<file path="config.mk">
export PLATFORM = sky130hd
export DESIGN_NAME = mem_arbiter
export DESIGN_NICKNAME = d
export VERILOG_FILES = /design/src/rtl/mem_arb_pkg.sv /design/src/rtl/mem_arb_select.sv /design/src/rtl/mem_arbiter.sv
export SDC_FILE = /design/constraint.sdc
export NUM_CORES = 1
export LEC_CHECK = 0
export ABC_AREA = 0
export BUFFER_PORTS_ARGS = -buffer_cell sky130_fd_sc_hd__clkbuf_2
export CAP_MARGIN = 0
export CORE_MARGIN = 2
export CORE_UTILIZATION = 37
export CTS_CLUSTER_SIZE = 16
export DETAILED_ROUTE_END_ITERATION = 10
export HOLD_SLACK_MARGIN = 0.08
export PLACE_DENSITY = 0.76
export REMOVE_ABC_BUFFERS = 1
export SLEW_MARGIN = 0
export SYNTH_ARGS = -nofsm -noshare
export SYNTH_HDL_FRONTEND = slang
export SYNTH_SLANG_ARGS = --single-unit
</file>
<file path="constraint.sdc">
create_clock -name clk -period 1.8 [get_ports clk]
set_input_delay 0.36 -clock clk [delete_from_list [all_inputs] [get_ports clk]]
set_output_delay 0.36 -clock clk [all_outputs]
set_load 0.01 [all_outputs]
</file>
<file path="src/rtl/mem_arb_pkg.sv">
// Shared types and constants for the two-requester memory arbiter.
package mem_arb_pkg;

   typedef enum logic [1:0] {
      IDLE   = 2'd0,
      ACCESS = 2'd1,
      DONE   = 2'd2
   } state_t;

   localparam logic REQ_CPU = 1'b0;
   localparam logic REQ_LDR = 1'b1;

   localparam int DATA_W = 16;

endpackage

</file>
<file path="src/rtl/mem_arb_select.sv">
// Combinational winner selection; fixed priority to r0, or round-robin when MEM_ARB_RR_EN is defined.
module mem_arb_select
   import mem_arb_pkg::*;
(
   input  logic r0_req,
   input  logic r1_req,
   input  logic last_owner,
   output logic any_req,
   output logic winner
);

   assign any_req = r0_req | r1_req;

`ifdef MEM_ARB_RR_EN
   always_comb begin
      winner = r0_req ? REQ_CPU : REQ_LDR;
      if (r0_req && r1_req) begin
         winner = ~last_owner;
      end
   end
`else
   logic unused_last_owner;

   assign unused_last_owner = last_owner;
   assign winner            = r0_req ? REQ_CPU : REQ_LDR;
`endif

endmodule

</file>
<file path="src/rtl/mem_arbiter.sv">
// Two-requester arbiter for a fixed-latency memory port; ready pulses MEM_LAT+2 cycles after req is sampled,
// one access per MEM_LAT+3 cycles, losers stay pending. MEM_ARB_RR_EN selects round-robin instead of fixed priority.
module mem_arbiter
   import mem_arb_pkg::*;
#(
   parameter int ADDR_BITS = 9,
   parameter int MEM_LAT   = 1
) (
   input  logic                 clk,
   input  logic                 rst_n,
   input  logic                 r0_req,
   input  logic [31:0]          r0_addr,
   input  logic [DATA_W-1:0]    r0_wdata,
   input  logic                 r0_we,
   output logic                 r0_ready,
   output logic [DATA_W-1:0]    r0_rdata,
   input  logic                 r1_req,
   input  logic [31:0]          r1_addr,
   input  logic [DATA_W-1:0]    r1_wdata,
   input  logic                 r1_we,
   output logic                 r1_ready,
   output logic [DATA_W-1:0]    r1_rdata,
   output logic                 mem_en,
   output logic                 mem_we,
   output logic [ADDR_BITS-1:0] mem_addr,
   output logic [DATA_W-1:0]    mem_wdata,
   input  logic [DATA_W-1:0]    mem_rdata,
   output logic                 busy,
   output logic                 owner
);

   if (MEM_LAT < 1 || MEM_LAT > 15) begin : g_lat_chk
      $error("mem_arbiter: MEM_LAT must be within 1..15");
   end
   if (ADDR_BITS < 1 || ADDR_BITS > 31) begin : g_addr_chk
      $error("mem_arbiter: ADDR_BITS must be within 1..31");
   end

   localparam logic [3:0] LAT_INIT = 4'(MEM_LAT);

   state_t                state, state_nxt;
   logic [3:0]            lat_cnt, lat_nxt;
   logic                  last_owner, last_nxt;
   logic                  acc_we, acc_we_nxt;
   logic                  mem_en_nxt, mem_we_nxt;
   logic [ADDR_BITS-1:0]  addr_nxt;
   logic [DATA_W-1:0]     wdata_nxt;
   logic                  owner_nxt;
   logic                  rdy0_nxt, rdy1_nxt;
   logic [DATA_W-1:0]     rd0_nxt, rd1_nxt;
   logic                  any_req, winner;
   logic                  unused_addr_bits;

   assign unused_addr_bits = ^{r0_addr[31:ADDR_BITS], r1_addr[31:ADDR_BITS]};
   assign busy             = (state != IDLE);

   mem_arb_select u_select (
      .r0_req     (r0_req),
      .r1_req     (r1_req),
      .last_owner (last_owner),
      .any_req    (any_req),
      .winner     (winner)
   );

   always_comb begin
      state_nxt  = state;
      lat_nxt    = lat_cnt;
      last_nxt   = last_owner;
      acc_we_nxt = acc_we;
      mem_en_nxt = 1'b0;
      mem_we_nxt = 1'b0;
      addr_nxt   = mem_addr;
      wdata_nxt  = mem_wdata;
      owner_nxt  = owner;
      rdy0_nxt   = 1'b0;
      rdy1_nxt   = 1'b0;
      rd0_nxt    = r0_rdata;
      rd1_nxt    = r1_rdata;
      case (state)
         IDLE: begin
            if (any_req) begin
               state_nxt  = ACCESS;
               lat_nxt    = LAT_INIT;
               mem_en_nxt = 1'b1;
               owner_nxt  = winner;
               if (winner == REQ_LDR) begin
                  addr_nxt   = r1_addr[ADDR_BITS-1:0];
                  wdata_nxt  = r1_wdata;
                  acc_we_nxt = r1_we;
               end else begin
                  addr_nxt   = r0_addr[ADDR_BITS-1:0];
                  wdata_nxt  = r0_wdata;
                  acc_we_nxt = r0_we;
               end
               mem_we_nxt = acc_we_nxt;
            end
         end
         ACCESS: begin
            // lat_cnt reaches zero exactly in the cycle mem_rdata is valid
            if (lat_cnt == 4'd0) begin
               state_nxt = DONE;
               if (owner == REQ_LDR) begin
                  rdy1_nxt = 1'b1;
                  if (!acc_we) rd1_nxt = mem_rdata;
               end else begin
                  rdy0_nxt = 1'b1;
                  if (!acc_we) rd0_nxt = mem_rdata;
               end
            end else begin
               lat_nxt = lat_cnt - 4'd1;
            end
         end
         DONE: begin
            last_nxt  = owner;
            state_nxt = IDLE;
         end
         default: state_nxt = IDLE;
      endcase
   end

   always_ff @(posedge clk or negedge rst_n) begin
      if (!rst_n) begin
         state      <= IDLE;
         lat_cnt    <= 4'd0;
         last_owner <= REQ_LDR;
         acc_we     <= 1'b0;
         mem_en     <= 1'b0;
         mem_we     <= 1'b0;
         mem_addr   <= '0;
         mem_wdata  <= '0;
         owner      <= REQ_CPU;
         r0_ready   <= 1'b0;
         r1_ready   <= 1'b0;
         r0_rdata   <= '0;
         r1_rdata   <= '0;
      end else begin
         state      <= state_nxt;
         lat_cnt    <= lat_nxt;
         last_owner <= last_nxt;
         acc_we     <= acc_we_nxt;
         mem_en     <= mem_en_nxt;
         mem_we     <= mem_we_nxt;
         mem_addr   <= addr_nxt;
         mem_wdata  <= wdata_nxt;
         owner      <= owner_nxt;
         r0_ready   <= rdy0_nxt;
         r1_ready   <= rdy1_nxt;
         r0_rdata   <= rd0_nxt;
         r1_rdata   <= rd1_nxt;
      end
   end

endmodule

</file>
Yosys cells after proc, flatten, opt, wreduce, memory -nomap -nowiden
Index checks and enable logic that the tools add are counted.
- register bits: 69
- input port bits: 118
- word-level logic and storage cells: 49
- output and inout port bits: 63
- $add $sub $neg: 1
- eq/ne operators: 4
- multiplexer cells: 20
- reduce and logical (&&, ||, !) cells: 9
- bitwise gates (word level): 3
- operators by type and width (cell ; number):
    two-way mux 16 bit ; 1
    two-way mux 1 bit ; 12
    two-way mux 9 bit ; 1
    two-way mux 4 bit ; 2
    case mux 4 bit (2 select lines) ; 1
    AND reduction 4 bit ; 2
    inequality test 2 bit (second input constant) ; 3
    logical NOT 4 bit ; 1
    two-way mux 2 bit ; 2
    case mux 2 bit (2 select lines) ; 1
    AND reduction 2 bit ; 2
    nonzero test 2 bit ; 2
    subtractor 4 x 1 -> 4 bit (second input constant) ; 1
    AND reduction 3 bit ; 1
    equality test 2 x 1 -> 1 bit (second input constant) ; 1
    logical NOT 2 bit ; 1
    inverter 1 bit ; 2
    bitwise OR 1 bit ; 1

Longest topological paths before layout
Gate-level depths: netlist of run 1.
- word-level depth: 3
- depth in mapped cells: 6
- depth with buffers taken out: 5

Modules after synthesis
A second synthesis of run 1 with hierarchy kept.
- cells, all modules: 229
- area, all modules: 2961.6 µm²
- modules (own cells, without submodules) (module ; cells an instance ; sequential area each (µm²) ; times used ; area each (µm²)):
    mem_arbiter ; 227 ; 1752.9 ; 1 ; 2951.6
    mem_arb_select ; 2 ; 0.0 ; 1 ; 10.0

Worst setup path after synthesis of run 1
No wires, ideal clock.
- path type: register to register
- start: register lat_cnt[0]
- end: register r1_rdata[10]
- cell stages (with the launch flop): 7
- library setup time: 125 ps
- setup slack: 105 ps
- buffers on the path: 1
- arrival: 1570 ps
- clock period less this slack: 1695 ps
- data required time: 1675 ps
- cells stage by stage: dfrtp_1 > inv_1 > ha_1 > nor3b_4 > nand4b_4 > buf_6 > mux2_4
- word-level cells in the longest chain between the ends: 2
- ends and longest elaborated chain (element ; RTL line ; RTL):
    start, declared ; mem_arbiter.sv:42 ; logic [3:0] lat_cnt, lat_nxt;
    start signal, assigned ; mem_arbiter.sv:138 ; lat_cnt <= lat_nxt;
    logical NOT 4 bit ; mem_arbiter.sv:100 ; if (lat_cnt == 4'd0) begin
    AND reduction 4 bit (no line) ; -- ;
    end signal, assigned ; mem_arbiter.sv:149 ; r1_rdata <= rd1_nxt;
    end, declared ; mem_arbiter.sv:22 ; output logic [DATA_W-1:0] r1_rdata,
Every way passes these cells.
A chain may end at the register's enable or synchronous reset.

Worst setup path in the final report of run 1
- start: register lat_cnt[1]
- end: register r0_rdata[10]
- word-level cells in the longest chain between the ends: 2
- ends and longest elaborated chain (element ; RTL line ; RTL):
    logical NOT 4 bit ; mem_arbiter.sv:100 ;
    AND reduction 4 bit (no line) ; -- ;
    end signal, assigned ; mem_arbiter.sv:148 ; r0_rdata <= rd0_nxt;
    end, declared ; mem_arbiter.sv:16 ; output logic [DATA_W-1:0] r0_rdata,
Every way passes these cells.

==> results of run 1 <==
cell usage after synthesis:
| master | count |
|---|---|
| buf_6 | 2 |
| ha_1 | 2 |
| inv_1 | 4 |
| o21ai_0 | 55 |
| a21oi_1 | 2 |
| mux2i_1 | 27 |
| a21o_1 | 1 |
| dfrtp_1 | 69 |
| mux2_4 | 10 |
| nand3b_1 | 1 |
| nor3_1 | 4 |
| buf_2 | 3 |
| and2b_1 | 1 |
| and3_1 | 1 |
| a31o_2 | 1 |
| nand4b_4 | 1 |
| nor2_1 | 3 |
| xnor2_1 | 1 |
| nand2_1 | 1 |
| nand2b_1 | 1 |
| and2_1 | 1 |
| nand3_4 | 1 |
| mux2_2 | 23 |
| clkbuf_1 | 8 |
| nor3b_4 | 1 |
| nor2b_1 | 2 |
layout make-up:
class | instances | area, um2
clock buffer | 11 | 141
timing repair buffer | 144 | 820
multi-input combinational | 140 | 1170
inverter | 4 | 15.0
fill | 656 | 3650
tap | 102 | 128
sequential | 69 | 1730
clock inverter | 4 | 72.6
cell families after synthesis:
kind of cell | share of synthesized area, %
flip-flops | 58.2
multiplexers | 22.9
AO/OA/AOI/OAI | 10.2
AND/OR/NAND/NOR | 4.77
buffers and inverters | 2.78
adder cells (fa/ha/maj) | 0.844
XOR/XNOR | 0.295
worst reg2reg max path, stage by stage, from the launching register on:
cell     delay, ns
dfrtp_1       0.39
inv_1         0.12
ha_4          0.14
nor3b_4       0.29
buf_6         0.16
nand3_4       0.08
buf_12        0.17
mux2_2        0.28
sequential cells by signal (all words and copies together) (netlist names):
name and flops:
lat_cnt 4, r0_ready 1, mem_we 1, mem_en 1, mem_wdata 16, r1_ready 1
r0_rdata 16, state 2, acc_we 1, owner 1, r1_rdata 16, mem_addr 9
path summary, 6_finish.rpt:
kind,from,end,cells after the start
max,lat_cnt[1],r0_rdata[10],7
min,mem_rdata[14],r1_rdata[14],2
max reg2reg,lat_cnt[1],r0_rdata[10],7
min reg2reg,r1_rdata[7],r1_rdata[7],1
max in group asynchronous,rst_n,r1_rdata[8],3
min in group asynchronous,rst_n,r0_rdata[9],3
layout by cell type (no fill, tap or decap), types with 2 or more instances in the layout:
cell type	n
clkbuf_8	10
buf_4	3
nor2_1	2
mux2_4	10
buf_12	4
mux2i_1	27
dfrtp_1	69
nor2b_1	2
mux2_2	23
bufinv_16	2
o21ai_0	54
clkbuf_2	133
a21oi_1	2
inv_1	3
nor3_1	4
metal layers:
| metal | vias to the layer above | routed length (um) | GRT usage (%) |
|---|---|---|---|
| met3 | 8 | 572 | 4.51 |
| met5 | - | 0 | 0 |
| met4 | 0 | 73 | 6.86 |
| met1 | 1086 | 2890 | 18.4 |
| met2 | 117 | 3050 | 25.4 |
| li1 | 1087 | - | - |
stage by stage:
stage                     utilization [%]  TNS [ns]  instance area [um2]  setup slack [ns]
final                                52.8         0                 4080            0.0586
after global routing                 52.8         0                 4080          0.000508
after CTS                            52.1         0                 4030            0.0303
after detailed placement             48.9         0                 3780            0.0103
after global placement               48.9         0                 3780            0.0657
after floorplan                         -     -4.53                 2900            -0.172
power groups by stage:
stage | Combinational (mW) | Clock (mW) | Sequential, mW
floorplan | 1.24 | 0 | 3.04
global placement | 2.66 | 0 | 2.73
detailed placement | 2.76 | 0 | 2.76
CTS | 2.78 | 1.41 | 2.75
global route | 3.08 | 1.48 | 2.83
finish | 2.80 | 1.36 | 2.75
repair_timing:
item,in CTS,in global routing
buffers inserted,1,1
pin swaps,1,0
hold endpoints to repair,69,0
hold buffers,1,0
cloned,0,1
resized for setup,1,4
setup endpoints to repair,16,14
==> out/summary.txt, run 1 <==
Worst Hold Slack -> 0.276 ns
RSZ-0062 raised after global routing -> no
Placed insts -> 455
WP data required -> 2.01 ns
Area grow syn2layout -> 37.5%
Port Buffers -> 134
Global-route wire length before repair -> 10.5 mm
Warnings, synthesis -> 0
Status -> completed
N_diodes -> 0
HPWL after DPL -> 4.68 mm
Mapped Cells -> 226
Number of synthesized register bits -> 69
Worst-path fanout max -> 16
Peak supply drop -> 0.000682 V
Area of the core -> 7730 um2
Synth top area share -> 58.2%
Sw Pwr -> 2.40 mW
Post-synthesis sequential area ratio -> 58.2%
Die Ht -> 93.5 um
Sw Ratio -> 34.8%
Worst-Margin Slew -> 0.357 ns
Power share of the combinational group -> 40.6%
TritonRoute pass-1 iters -> 4
Io pins -> 181
Pwr Density -> 1690 nW/um2
Die Span X -> 93.5 um
Clk slew on worst S/H paths -> 0.07 ns
Final slew viol count -> 0
CP cell instances -> inv_1, ha_4, nor3b_4, buf_6, nand3_4, buf_12, mux2_2
All-Layer GR Usage -> 15.3%
Synth area leaders -> dfrtp_1, o21ai_0, mux2i_1, mux2_2, mux2_4
Nets -> 488
Leak pwr -> 2.11 nW
Crit Path Class -> flop to flop
Max stage delay cell, worst path -> dfrtp_1
Slowest stage delay, CP -> 0.39 ns
Gpl congestion -> 0.790
CTS tree -> built
Vias in the first global route -> 2368
Critical path capture point type -> flop
Largest net degree at the start of global routing -> 70
Min cycle time layout -> 1.74 ns
Worst-skew pair later-pin latency -> 0.33 ns
Share of cells above drive strength 1 -> 53.2%
Final setup fails -> 0
Starting Density -> 38.4%
Sequential share of power -> 39.8%
Worst slew margin -> 76.2%
Top Family by Delay on Critical Path -> buffers and inverters
DRT antenna net count -> 0
Global route total overflow -> 0
Total number of vias -> 2298
MaxCap Viol Count -> 0
Fin crit share -> 96.7%
Final hold vios -> 0
Hold WC Path Type -> input port to flop
CP arrival -> 1.95 ns
Crit path launch type -> flop
Clock Power Share -> 19.6%
Avg Inst Size Synth -> 13.1 um2
Post-Layout Cell Count -> 474
Clock tree sinks -> 69
DR WL/cell -> 13.9 um
Mapped Area -> 2970 um2
Synth unique cells -> 26
DR vias/cell -> 4.85
Root Driver -> clkbuf_8
DRC Markers -> 0
Area of the die -> 8750 um2
Num CTS Buffers -> 9
Crit path buf inv count -> 3
Internal Dissipation -> 4.50 mW
Std-Cell Rows -> 32
H-tree levels -> 3
Number of DRC markers in iteration 0 -> 29
Total routed wirelength -> 6.58 mm
Layout Skew -> 0.0104 ns
Pwr Total -> 6.91 mW
Max Fclk -> 0.574 GHz
Synth area leader -> dfrtp_1
Setup slack, reg-to-reg -> 0.06 ns
Initial antenna violation count -> 0
Maximum clock insertion buffer count -> 2
No activity file was read; power rests on OpenSTA's default activity.
==> run 2: changes to the inputs <==
==> constraint.sdc (replaced) <==
create_clock -name clk -period 1.8 [get_ports clk]
set_input_delay 0.36 -clock clk [delete_from_list [all_inputs] [get_ports clk]]
set_output_delay 0.36 -clock clk [all_outputs]
set_load 0.05 [all_outputs]
==> run 2 against run 1 <==
Net effect: total power is 31% higher; count of clock-buffer cells in the layout shrank 1; core utilization down 0.15 points; cell area fell by 0.28%; worst setup slack gained 0.031 ns; critical path type unchanged; critical endpoint is now r0_rdata[0]; largest power group unchanged; highest routed layer unchanged.
==> out/summary.txt, run 2 (same netlist as run 1, synthesis figures left out) <==
Status -> completed
Root Driver -> clkbuf_8
Gpl congestion -> 0.795
Worst setup margin -> 0.0892 ns
Clk slew on worst S/H paths -> 0.07 ns
Layout Skew -> 0.00815 ns
WP data required -> 2.01 ns
DR vias/cell -> 4.86
CP arrival -> 1.92 ns
All-Layer GR Usage -> 15.9%
Clock tree sinks -> 69
Worst slew margin -> 75.1%
Crit Path Class -> flop to flop
Biggest regs -> mem_wdata (16), r0_rdata (16), r1_rdata (16)
Pwr Total -> 9.07 mW
Port Buffers -> 134
Num CTS Buffers -> 9
Area grow syn2layout -> 37.1%
Most common cell after layout, fill and taps aside -> clkbuf_2
Area after DPL -> 3780 um2
Max Fclk -> 0.585 GHz
Maximum clock insertion buffer count -> 2
CTS tree -> built
MaxCap Viol Count -> 0
Die Span X -> 93.5 um
Total routed wirelength -> 6.66 mm
Critical path capture point type -> flop
Area of the core -> 7730 um2
Peak supply drop -> 0.00112 V
Post-Layout Inst Area -> 4070 um2
DR WL/cell -> 14.0 um
Top Family by Delay on Critical Path -> buffers and inverters
H-tree levels -> 3
Vias in the first global route -> 2327
Max stage delay cell, worst path -> dfrtp_1
Hold WC Path Type -> input port to flop
Min cycle time layout -> 1.71 ns
# fillers -> 668
Final setup fails -> 0
CP cell instances -> inv_2, ha_4, nor3b_4, buf_6, nand3_4, buf_12, mux2_2
Worst-path fanout max -> 16
Worst Hold Slack -> 0.276 ns
Global-route wire length before repair -> 10.8 mm
Std-Cell Rows -> 32
Slowest stage delay, CP -> 0.39 ns
Crit path launch type -> flop
Total number of vias -> 2308
Initial antenna violation count -> 0
Most frequent cells in the layout -> clkbuf_2, dfrtp_1, o21ai_0
RSZ-0062 raised after global routing -> no
Share of cells above drive strength 1 -> 53.9%
Area of the multi-input gates -> 1170 um2
Leak pwr -> 2.11 nW
Worst-skew pair later-pin latency -> 0.33 ns
Dpl ws -> 0.0353 ns
TritonRoute pass-1 iters -> 4
Number of DRC markers in iteration 0 -> 70
Register Area -> 1730 um2
N_diodes -> 0
Area of the die -> 8750 um2
Die Ht -> 93.5 um
Worst-Margin Slew -> 0.373 ns
Pwr Density -> 2230 nW/um2
Global route total overflow -> 0
Nets -> 489
Crit path buf inv count -> 3
Io pins -> 181
DRC Markers -> 0
Fin crit share -> 95.0%
Final hold vios -> 0
HPWL after DPL -> 4.71 mm
Largest net degree at the start of global routing -> 70
Final slew viol count -> 0
Starting Density -> 38.4%
DRT antenna net count -> 0
run 2: cell types whose count changed in the layout (fill, tap and decap cells not counted), sizes merged:
| cell | before | now |
|---|---|---|
| buf | 9 | 11 |
| clkbuf | 145 | 143 |
| clkinv | 1 | 3 |
| clkinvlp | 1 | 0 |
run 2: cell type report:
cell class / instances / share of cell area [%]
well taps: 102 / 3.14
flip-flops and latches: 69 / 42.5
repair buffers: 145 / 19.9
inverters: 4 / 0.369
multi-input cells: 140 / 28.9
clock buffers: 10 / 3.38
clock inverters: 5 / 1.85
run 2: timing repair:
item,CTS,global route
hold buffers,1,0
endpoints found under the setup margin,0,34
endpoints found under the hold margin,69,0
buffers inserted,0,4
gates resized for setup,0,6
run 2: worst paths after layout:
check / startpoint / endpoint / slack, ns / cells past startpoint
setup reg to reg: lat_cnt[0] / r0_rdata[0] / 0.09 / 7
hold reg to reg: r0_rdata[14] / r0_rdata[14] / 0.51 / 1
max in group asynchronous: rst_n / lat_cnt[1] / 0.91 / 3
hold / removal: mem_rdata[2] / r1_rdata[2] / 0.28 / 2
min in group asynchronous: rst_n / r1_rdata[9] / 0.57 / 3
setup / recovery: lat_cnt[0] / r0_rdata[0] / 0.09 / 7
run 2: routing by layer:
layer | global-route usage (%) | routed length (um)
met5 | 0 | 0
met4 | 6.99 | 89
met3 | 4.43 | 588
met2 | 26.0 | 3090
met1 | 19.6 | 2890
run 2: report_power, final:
| part | internal (mW) | switching, mW | total [mW] |
|---|---|---|---|
| clock network | 0.803 | 0.555 | 1.36 |
| logic | 1.39 | 3.57 | 4.96 |
| registers | 2.31 | 0.440 | 2.75 |
run 2: metrics by stage:
stage	setup TNS, ns	std cells	utilization, %
final	0	475	52.6
after global routing	0	475	52.6
after CTS	0	471	51.8
after detailed placement	0	455	48.9
after global placement	0	455	48.9
after floorplan	-4.53	213	-
